### src/rtl/func_sequencer_pkg.sv
// func_sequencer shared definitions: FSM encoding and default sizes.
// Used by func_sequencer and seq_prog_ram.
package func_sequencer_pkg;

  localparam int DEF_FUNC_W     = 25;
  localparam int DEF_DEPTH      = 16;
  localparam int DEF_STATE_W    = 5;
  localparam int DEF_IDLE_STATE = 0;
  localparam int DEF_REG_SEL_W  = 3;
  localparam int DEF_TIMEOUT    = 255;

  typedef enum logic [2:0] {
    S_IDLE      = 3'd0,
    S_ISSUE     = 3'd1,
    S_WAIT_BUSY = 3'd2,
    S_WAIT_IDLE = 3'd3,
    S_NEXT      = 3'd4,
    S_ERR       = 3'd5
  } seq_state_t;

endpackage

### src/rtl/seq_prog_ram.sv
// Program store for func_sequencer: DEPTH x FUNC_W words.
// Synchronous write, combinational read, contents survive reset.
module seq_prog_ram
  import func_sequencer_pkg::*;
#(
  parameter int FUNC_W = DEF_FUNC_W,
  parameter int DEPTH  = DEF_DEPTH
) (
  input  logic                     clk,
  input  logic                     we,
  input  logic [$clog2(DEPTH)-1:0] waddr,
  input  logic [FUNC_W-1:0]        wdata,
  input  logic [$clog2(DEPTH)-1:0] raddr,
  output logic [FUNC_W-1:0]        rdata
);

  logic [FUNC_W-1:0] mem [DEPTH];

  always_ff @(posedge clk) begin
    if (we) mem[waddr] <= wdata;
  end

  assign rdata = mem[raddr];

endmodule

### src/rtl/func_sequencer.sv
// Steps a stored program of function words through a processor handshake.
// Define SEQ_LOOP_EN to repeat the program until reset or timeout.
module func_sequencer
  import func_sequencer_pkg::*;
#(
  parameter int FUNC_W     = DEF_FUNC_W,
  parameter int DEPTH      = DEF_DEPTH,
  parameter int STATE_W    = DEF_STATE_W,
  parameter int IDLE_STATE = DEF_IDLE_STATE,
  parameter int REG_SEL_W  = DEF_REG_SEL_W,
  parameter int TIMEOUT    = DEF_TIMEOUT
) (
  input  logic                     clk,
  input  logic                     reset,
  input  logic                     load_en,
  input  logic [$clog2(DEPTH)-1:0] load_addr,
  input  logic [FUNC_W-1:0]        load_data,
  input  logic [$clog2(DEPTH):0]   prog_len,
  input  logic                     start,
  input  logic [STATE_W-1:0]       cur_state,
  output logic [FUNC_W-1:0]        func,
  output logic                     new_func,
  output logic [$clog2(DEPTH)-1:0] pc,
  output logic [REG_SEL_W-1:0]     reg_dis,
  output logic                     busy,
  output logic                     done,
  output logic                     timeout_err
);

  localparam int PW = $clog2(DEPTH);
  localparam int LW = PW + 1;
  localparam int CW = $clog2(TIMEOUT + 1);

  seq_state_t state, state_n;

  logic [PW-1:0]        pc_n;
  logic [CW-1:0]        cnt, cnt_n;
  logic [FUNC_W-1:0]    func_n;
  logic                 new_func_n;
  logic                 done_n;
  logic                 terr_n;
  logic [REG_SEL_W-1:0] reg_dis_n;
  logic [FUNC_W-1:0]    rd_word;
  logic [LW-1:0]        len_eff;
  logic [PW-1:0]        last_pc;
  logic                 we;
  logic                 cnt_hit;
  logic                 proc_idle;

  assign busy = (state != S_IDLE) && (state != S_ERR);
  assign we   = load_en && !busy;

  // Out-of-range lengths run the whole store.
  assign len_eff = (prog_len == '0 || prog_len > LW'(DEPTH))
                 ? LW'(DEPTH) : prog_len;
  assign last_pc = PW'(len_eff - LW'(1));

  assign cnt_hit   = (cnt + CW'(1)) == CW'(TIMEOUT);
  assign proc_idle = cur_state == STATE_W'(IDLE_STATE);

  seq_prog_ram #(
    .FUNC_W (FUNC_W),
    .DEPTH  (DEPTH)
  ) u_ram (
    .clk   (clk),
    .we    (we),
    .waddr (load_addr),
    .wdata (load_data),
    .raddr (pc),
    .rdata (rd_word)
  );

  always_comb begin
    state_n    = state;
    pc_n       = pc;
    cnt_n      = cnt;
    func_n     = func;
    new_func_n = 1'b0;
    done_n     = 1'b0;
    terr_n     = timeout_err;
    reg_dis_n  = reg_dis;
    unique case (state)
      S_IDLE: begin
        if (start) begin
          pc_n    = '0;
          state_n = S_ISSUE;
        end
      end
      S_ISSUE: begin
        func_n     = rd_word;
        new_func_n = 1'b1;
        cnt_n      = '0;
        state_n    = S_WAIT_BUSY;
      end
      S_WAIT_BUSY: begin
        if (!proc_idle) begin
          cnt_n   = '0;
          state_n = S_WAIT_IDLE;
        end else if (cnt_hit) begin
          terr_n  = 1'b1;
          state_n = S_ERR;
        end else begin
          cnt_n = cnt + CW'(1);
        end
      end
      S_WAIT_IDLE: begin
        if (proc_idle) begin
          state_n = S_NEXT;
        end else if (cnt_hit) begin
          terr_n  = 1'b1;
          state_n = S_ERR;
        end else begin
          cnt_n = cnt + CW'(1);
        end
      end
      S_NEXT: begin
        if (pc == last_pc) begin
          done_n    = 1'b1;
          reg_dis_n = reg_dis + REG_SEL_W'(1);
`ifdef SEQ_LOOP_EN
          pc_n      = '0;
          state_n   = S_ISSUE;
`else
          state_n   = S_IDLE;
`endif
        end else begin
          pc_n    = pc + PW'(1);
          state_n = S_ISSUE;
        end
      end
      S_ERR: begin
        state_n = S_ERR;
      end
      default: begin
        state_n = S_IDLE;
      end
    endcase
  end

  always_ff @(posedge clk) begin
    if (reset) begin
      state       <= S_IDLE;
      pc          <= '0;
      cnt         <= '0;
      func        <= '0;
      new_func    <= 1'b0;
      done        <= 1'b0;
      timeout_err <= 1'b0;
      reg_dis     <= '0;
    end else begin
      state       <= state_n;
      pc          <= pc_n;
      cnt         <= cnt_n;
      func        <= func_n;
      new_func    <= new_func_n;
      done        <= done_n;
      timeout_err <= terr_n;
      reg_dis     <= reg_dis_n;
    end
  end

endmodule

### config.mk
export PLATFORM = sky130hd
export DESIGN_NAME = func_sequencer
export DESIGN_NICKNAME = d
export VERILOG_FILES = /design/src/rtl/func_sequencer_pkg.sv /design/src/rtl/seq_prog_ram.sv /design/src/rtl/func_sequencer.sv
export SDC_FILE = /design/constraint.sdc
export NUM_CORES = 1
export LEC_CHECK = 0
export CAP_MARGIN = 20
export CORE_AREA = 2 2 186 188
export CTS_BUF_LIST = sky130_fd_sc_hd__clkbuf_8 sky130_fd_sc_hd__clkbuf_16
export DETAILED_ROUTE_END_ITERATION = 8
export DIE_AREA = 0 0 188 190
export PLACE_DENSITY = 0.69
export SLEW_MARGIN = 40
export SYNTH_ARGS = -nofsm -noshare
export SYNTH_HDL_FRONTEND = slang
export SYNTH_SLANG_ARGS = --single-unit
### constraint.sdc
create_clock -name clk -period 9.01 [get_ports clk]
set_clock_uncertainty 0.15 [all_clocks]
set_input_delay 1.802 -clock clk [delete_from_list [all_inputs] [get_ports clk]]
set_output_delay 1.802 -clock clk [all_outputs]
set_load 0.02 [all_outputs]
==> results.md <==
| Parameter | This run |
|:---|:---|
| Routability congestion estimate from global placement | 0.8230 |
| Setup crit start | state[2]$_SDFFE_PP0P_ |
| Die Outline Area | 35,720 um2 |
| Core box area | 33,950 um2 |
| Arr. time, crit path | 2.32 ns |
| Worst setup SP type | flip-flop |
| Transition time at the pin with the least slew margin | 0.8188 ns |
| Maximum clock rate | 0.2342 GHz |
| Number of buffers added on ports | 78 |
| Final #Nets | 966 |
| Unrepaired setup endpoints after global routing | false |
| Status | complete, no violations |
| Worst Slack Setup Final | 4.739 ns |
| Layout overhead on the synthesized area | 17.52% |
| CTS H-tree depth | 2 |
| Via count of the first global-routing pass | 8,551 |
| Flops & latches, synth | 446 |
| ANT nets after route | 0 |
| Max-slew violation count | 0 |
| Leading area contributor after synthesis | sky130_fd_sc_hd__edfxtp_1 |
| Post-detailed-route wirelength per cell | 24.39 um |
| Top-level I/O count | 79 |
| Clock buffer count from CTS | 45 |
| Period minus WS final | 4.271 ns |
| Global-route wire length before repair | 52,460 um |
| Setup violation total in the final timing report | 0 |
| Worst hold slack | 0.3253 ns |
| Dpl ws | 4.557 ns |
| Synthesized netlist net count | 855 |
| Skew-Pair Late Insertion Delay | 0.55 ns |
| Utilization after layout | 59.80% |
| Remaining global-route overflow | 0 |
| Number of unique standard cell types used by synthesis | 54 |
| Initial core utilization | 50.88% |
| Summed instance area of the synthesized netlist | 17,270 um2 |
| Portion of synthesized cell area occupied by the leading cell type | 69.53% |
| Largest cells by area after synthesis | sky130_fd_sc_hd__edfxtp_1 70%, sky130_fd_sc_hd__mux4_2 16%, sky130_fd_sc_hd__dfxtp_1 5.3% |
| Vert. Die Dim | 190 um |
| Number of max-cap violations | 0 |
| Share of synthesized registers carrying an async set or reset | 0% |
| Via density per instance | 5.981 |
| Crit path largest cell delay | 0.72 ns |
| Start-to-end type of the worst setup path | reg2out |
| # hold bufs at CTS | 0 |
| Synth warnings | 0 |
| Area taken by multi-input logic gates | 4182 um2 |
| Power density normalized to cell area | 212.9 nW/um2 |
| Register-to-Register Setup Slack | 5.74 ns |
| Maximum ir drop on the vdd rail | 0.0001538 V |
| CP endpoint kind | output port |
| Count of cells resized by post-cts repair | 0 |
| Summed negative setup slack over all endpoints | 0 ns |
| Post-CTS setup buffers | 0 |
| Cell count after synthesis | 807 |
| Cell with the largest stage delay on the worst path | sky130_fd_sc_hd__dfxtp_1 |
| Classification of the worst-slack hold path | reg2reg |
| Number of detailed-routing iterations run before antenna repair | 5 |
| Sequence of cells on the critical path | xor2_1 -> nor2_1 -> inv_1 -> clkdlybuf4s50_1 |
| Data required, critical path | 7.06 ns |
| Mean area per synthesized cell | 21.41 um2 |
| Source of the worst register-to-register timing path | state[2]$_SDFFE_PP0P_ |
| Crit Path Max Fanout | 20 |
| Layout cells sized above 1 | 25.05% |
| Antenna diode count | 0 |
| Prevailing post-synth register cell | sky130_fd_sc_hd__edfxtp_1 |
| Die width | 188 um |
| Number of enable flip-flop cells after synthesis | 400 |
| Critical Path End | busy |
| Via total after detailed routing | 8,427 |
| Fill count | 2,373 |
| # placed instances | 1,325 |
| Rel. slew slack | 45.25% |
| Final cell count without fillers | 1,409 |
| Fin crit share | 47.40% |
| Hold Vio Cnt, Final | 0 |
| Clock root buffer | sky130_fd_sc_hd__clkbuf_16 |
| Reg-to-reg endpoint | u_ram.mem[0][4]$_DFFE_PP_ |
| CTS tree | built |
| Clock tree buffer depth | 3 |
| Leak pwr | 6.265 nW |
| Half-perimeter wire length of the detailed placement result | 20,210 um |
| Total detailed-routing wirelength | 34,370 um |
| Cell Rows | 68 |
| Remaining DRCs | 0 |
| First DRT Iteration DRCs | 834 |
| Share of the yosys chip area belonging to registers | 74.87% |
| Area taken by flip-flops and latches | 12,940 um2 |
| Number of sinks handled by clock tree synthesis | 446 |
| Clock-pin slew of the registers on the worst-case setup and hold paths | 0.06 ns |
| Total routing resource utilization after global routing | 19.77% |
| Initial antenna violation count | 0 |
| Maximum number of pins on one net before global-route repair | 71 |
| Worst reg-to-reg path cell count | 6 |
## flip-flops by register name, indices dropped and copies added, names as in the netlist
signal       cells
u_ram.mem      400
func            25
cnt              8
pc               4
reg_dis          3
state            3
done             1
new_func         1
timeout_err      1
## synth_stat cells (7+ instances only)
cell and number:
sky130_fd_sc_hd__edfxtp_1 400, sky130_fd_sc_hd__mux4_2 124, sky130_fd_sc_hd__dfxtp_1 46, sky130_fd_sc_hd__a22o_1 25, sky130_fd_sc_hd__nor2_1 24, sky130_fd_sc_hd__clkbuf_1 22
sky130_fd_sc_hd__a21oi_1 18, sky130_fd_sc_hd__nand2_1 10, sky130_fd_sc_hd__nand3_1 9, sky130_fd_sc_hd__a211oi_1 8, sky130_fd_sc_hd__inv_1 8, sky130_fd_sc_hd__buf_2 7
## placed cells by master, fill, tap and decap left out, types with 3 or more instances in the layout
cell type                           n
sky130_fd_sc_hd__edfxtp_1         400
sky130_fd_sc_hd__mux4_2           124
sky130_fd_sc_hd__clkdlybuf4s50_1   78
sky130_fd_sc_hd__clkbuf_16         45
sky130_fd_sc_hd__dfxtp_1           42
sky130_fd_sc_hd__a22o_1            25
sky130_fd_sc_hd__inv_1             24
sky130_fd_sc_hd__a21oi_1           18
sky130_fd_sc_hd__buf_8             13
sky130_fd_sc_hd__nor2_4            12
sky130_fd_sc_hd__nor2_1            11
sky130_fd_sc_hd__nand2_1           10
sky130_fd_sc_hd__nand3_1            9
sky130_fd_sc_hd__clkinv_2           9
sky130_fd_sc_hd__a211oi_1           8
sky130_fd_sc_hd__buf_4              8
sky130_fd_sc_hd__nand2b_1           6
sky130_fd_sc_hd__or3_1              6
sky130_fd_sc_hd__o21ai_0            6
sky130_fd_sc_hd__clkinv_1           6
sky130_fd_sc_hd__nor2b_1            5
sky130_fd_sc_hd__o211ai_1           5
sky130_fd_sc_hd__ha_1               5
sky130_fd_sc_hd__clkbuf_8           5
sky130_fd_sc_hd__buf_16             5
sky130_fd_sc_hd__xor2_1             4
sky130_fd_sc_hd__nor3_2             4
sky130_fd_sc_hd__and2_1             4
sky130_fd_sc_hd__nand4_1            3
sky130_fd_sc_hd__and4_1             3
sky130_fd_sc_hd__xnor2_1            3
sky130_fd_sc_hd__a31oi_1            3
sky130_fd_sc_hd__o2111ai_1          3
sky130_fd_sc_hd__dfxtp_4            3
## worst max-delay path: cells and delay by family (launching register included)
family | cells | cell delay (ns)
xor gates and xnor gates | 1 | 0.13
buffers and inverters | 2 | 0.61
DFF | 1 | 0.72
and+or+nand+nor | 1 | 0.31
## cell type report
type / instances / area share, %
clock buffers: 50 / 5.886
inverters: 9 / 0.1726
well taps: 455 / 2.804
multi-input cells: 310 / 20.60
clock inverters: 33 / 0.8382
repair buffers: 106 / 5.935
flip-flops and latches: 446 / 63.77
## routing by layer
| metal | global-route usage [%] | wire (um) | vias up |
|---|---|---|---|
| met5 | 0 | 0 | - |
| met4 | 5.724 | 749 | 0 |
| met3 | 3.173 | 2276 | 56 |
| met2 | 30.53 | 16160 | 320 |
| met1 | 29.62 | 15180 | 4400 |
| li1 | - | - | 3651 |
## kinds of logic after synthesis
kind of cell | after synthesis | share of synthesized area, %
muxes | 128 | 16.50
DFF | 446 | 74.87
and+or+nand+nor | 84 | 2.629
AOI/OAI and AO/OA | 86 | 3.709
adders and majority gates | 5 | 0.3622
buffers and inverters | 51 | 1.579
xor gates and xnor gates | 7 | 0.3549
## how the worst min path moves through the flow
stage                             start                        to  slack, ns  cells after the start
2_1_floorplan       cnt[5]$_SDFFE_PP0P_       cnt[5]$_SDFFE_PP0P_       0.29                      1
3_3_place_gp   timeout_err$_SDFFE_PP0P_  timeout_err$_SDFFE_PP0P_       0.30                      2
3_5_place_dp   timeout_err$_SDFFE_PP0P_  timeout_err$_SDFFE_PP0P_       0.31                      2
4_1_cts        timeout_err$_SDFFE_PP0P_  timeout_err$_SDFFE_PP0P_       0.32                      2
5_1_grt        timeout_err$_SDFFE_PP0P_  timeout_err$_SDFFE_PP0P_       0.34                      2
6_report       timeout_err$_SDFFE_PP0P_  timeout_err$_SDFFE_PP0P_       0.33                      2
## stage by stage
stage / instance area, um2 / total power, mW
2_1_floorplan: 17270 / 2.512
3_3_place_gp: 18580 / 2.648
3_5_place_dp: 18920 / 2.661
4_1_cts: 20280 / 4.359
5_1_grt: 20300 / 4.459
6_report: 20300 / 4.322
## where the power goes
| part | switching [mW] | internal [mW] |
|---|---|---|
| clock network | 0.751 | 0.954 |
| logic | 0.166 | 0.109 |
| registers | 0.0325 | 2.31 |
| total | 0.950 | 3.37 |
Note: power is estimated with default switching activity, not from simulation.
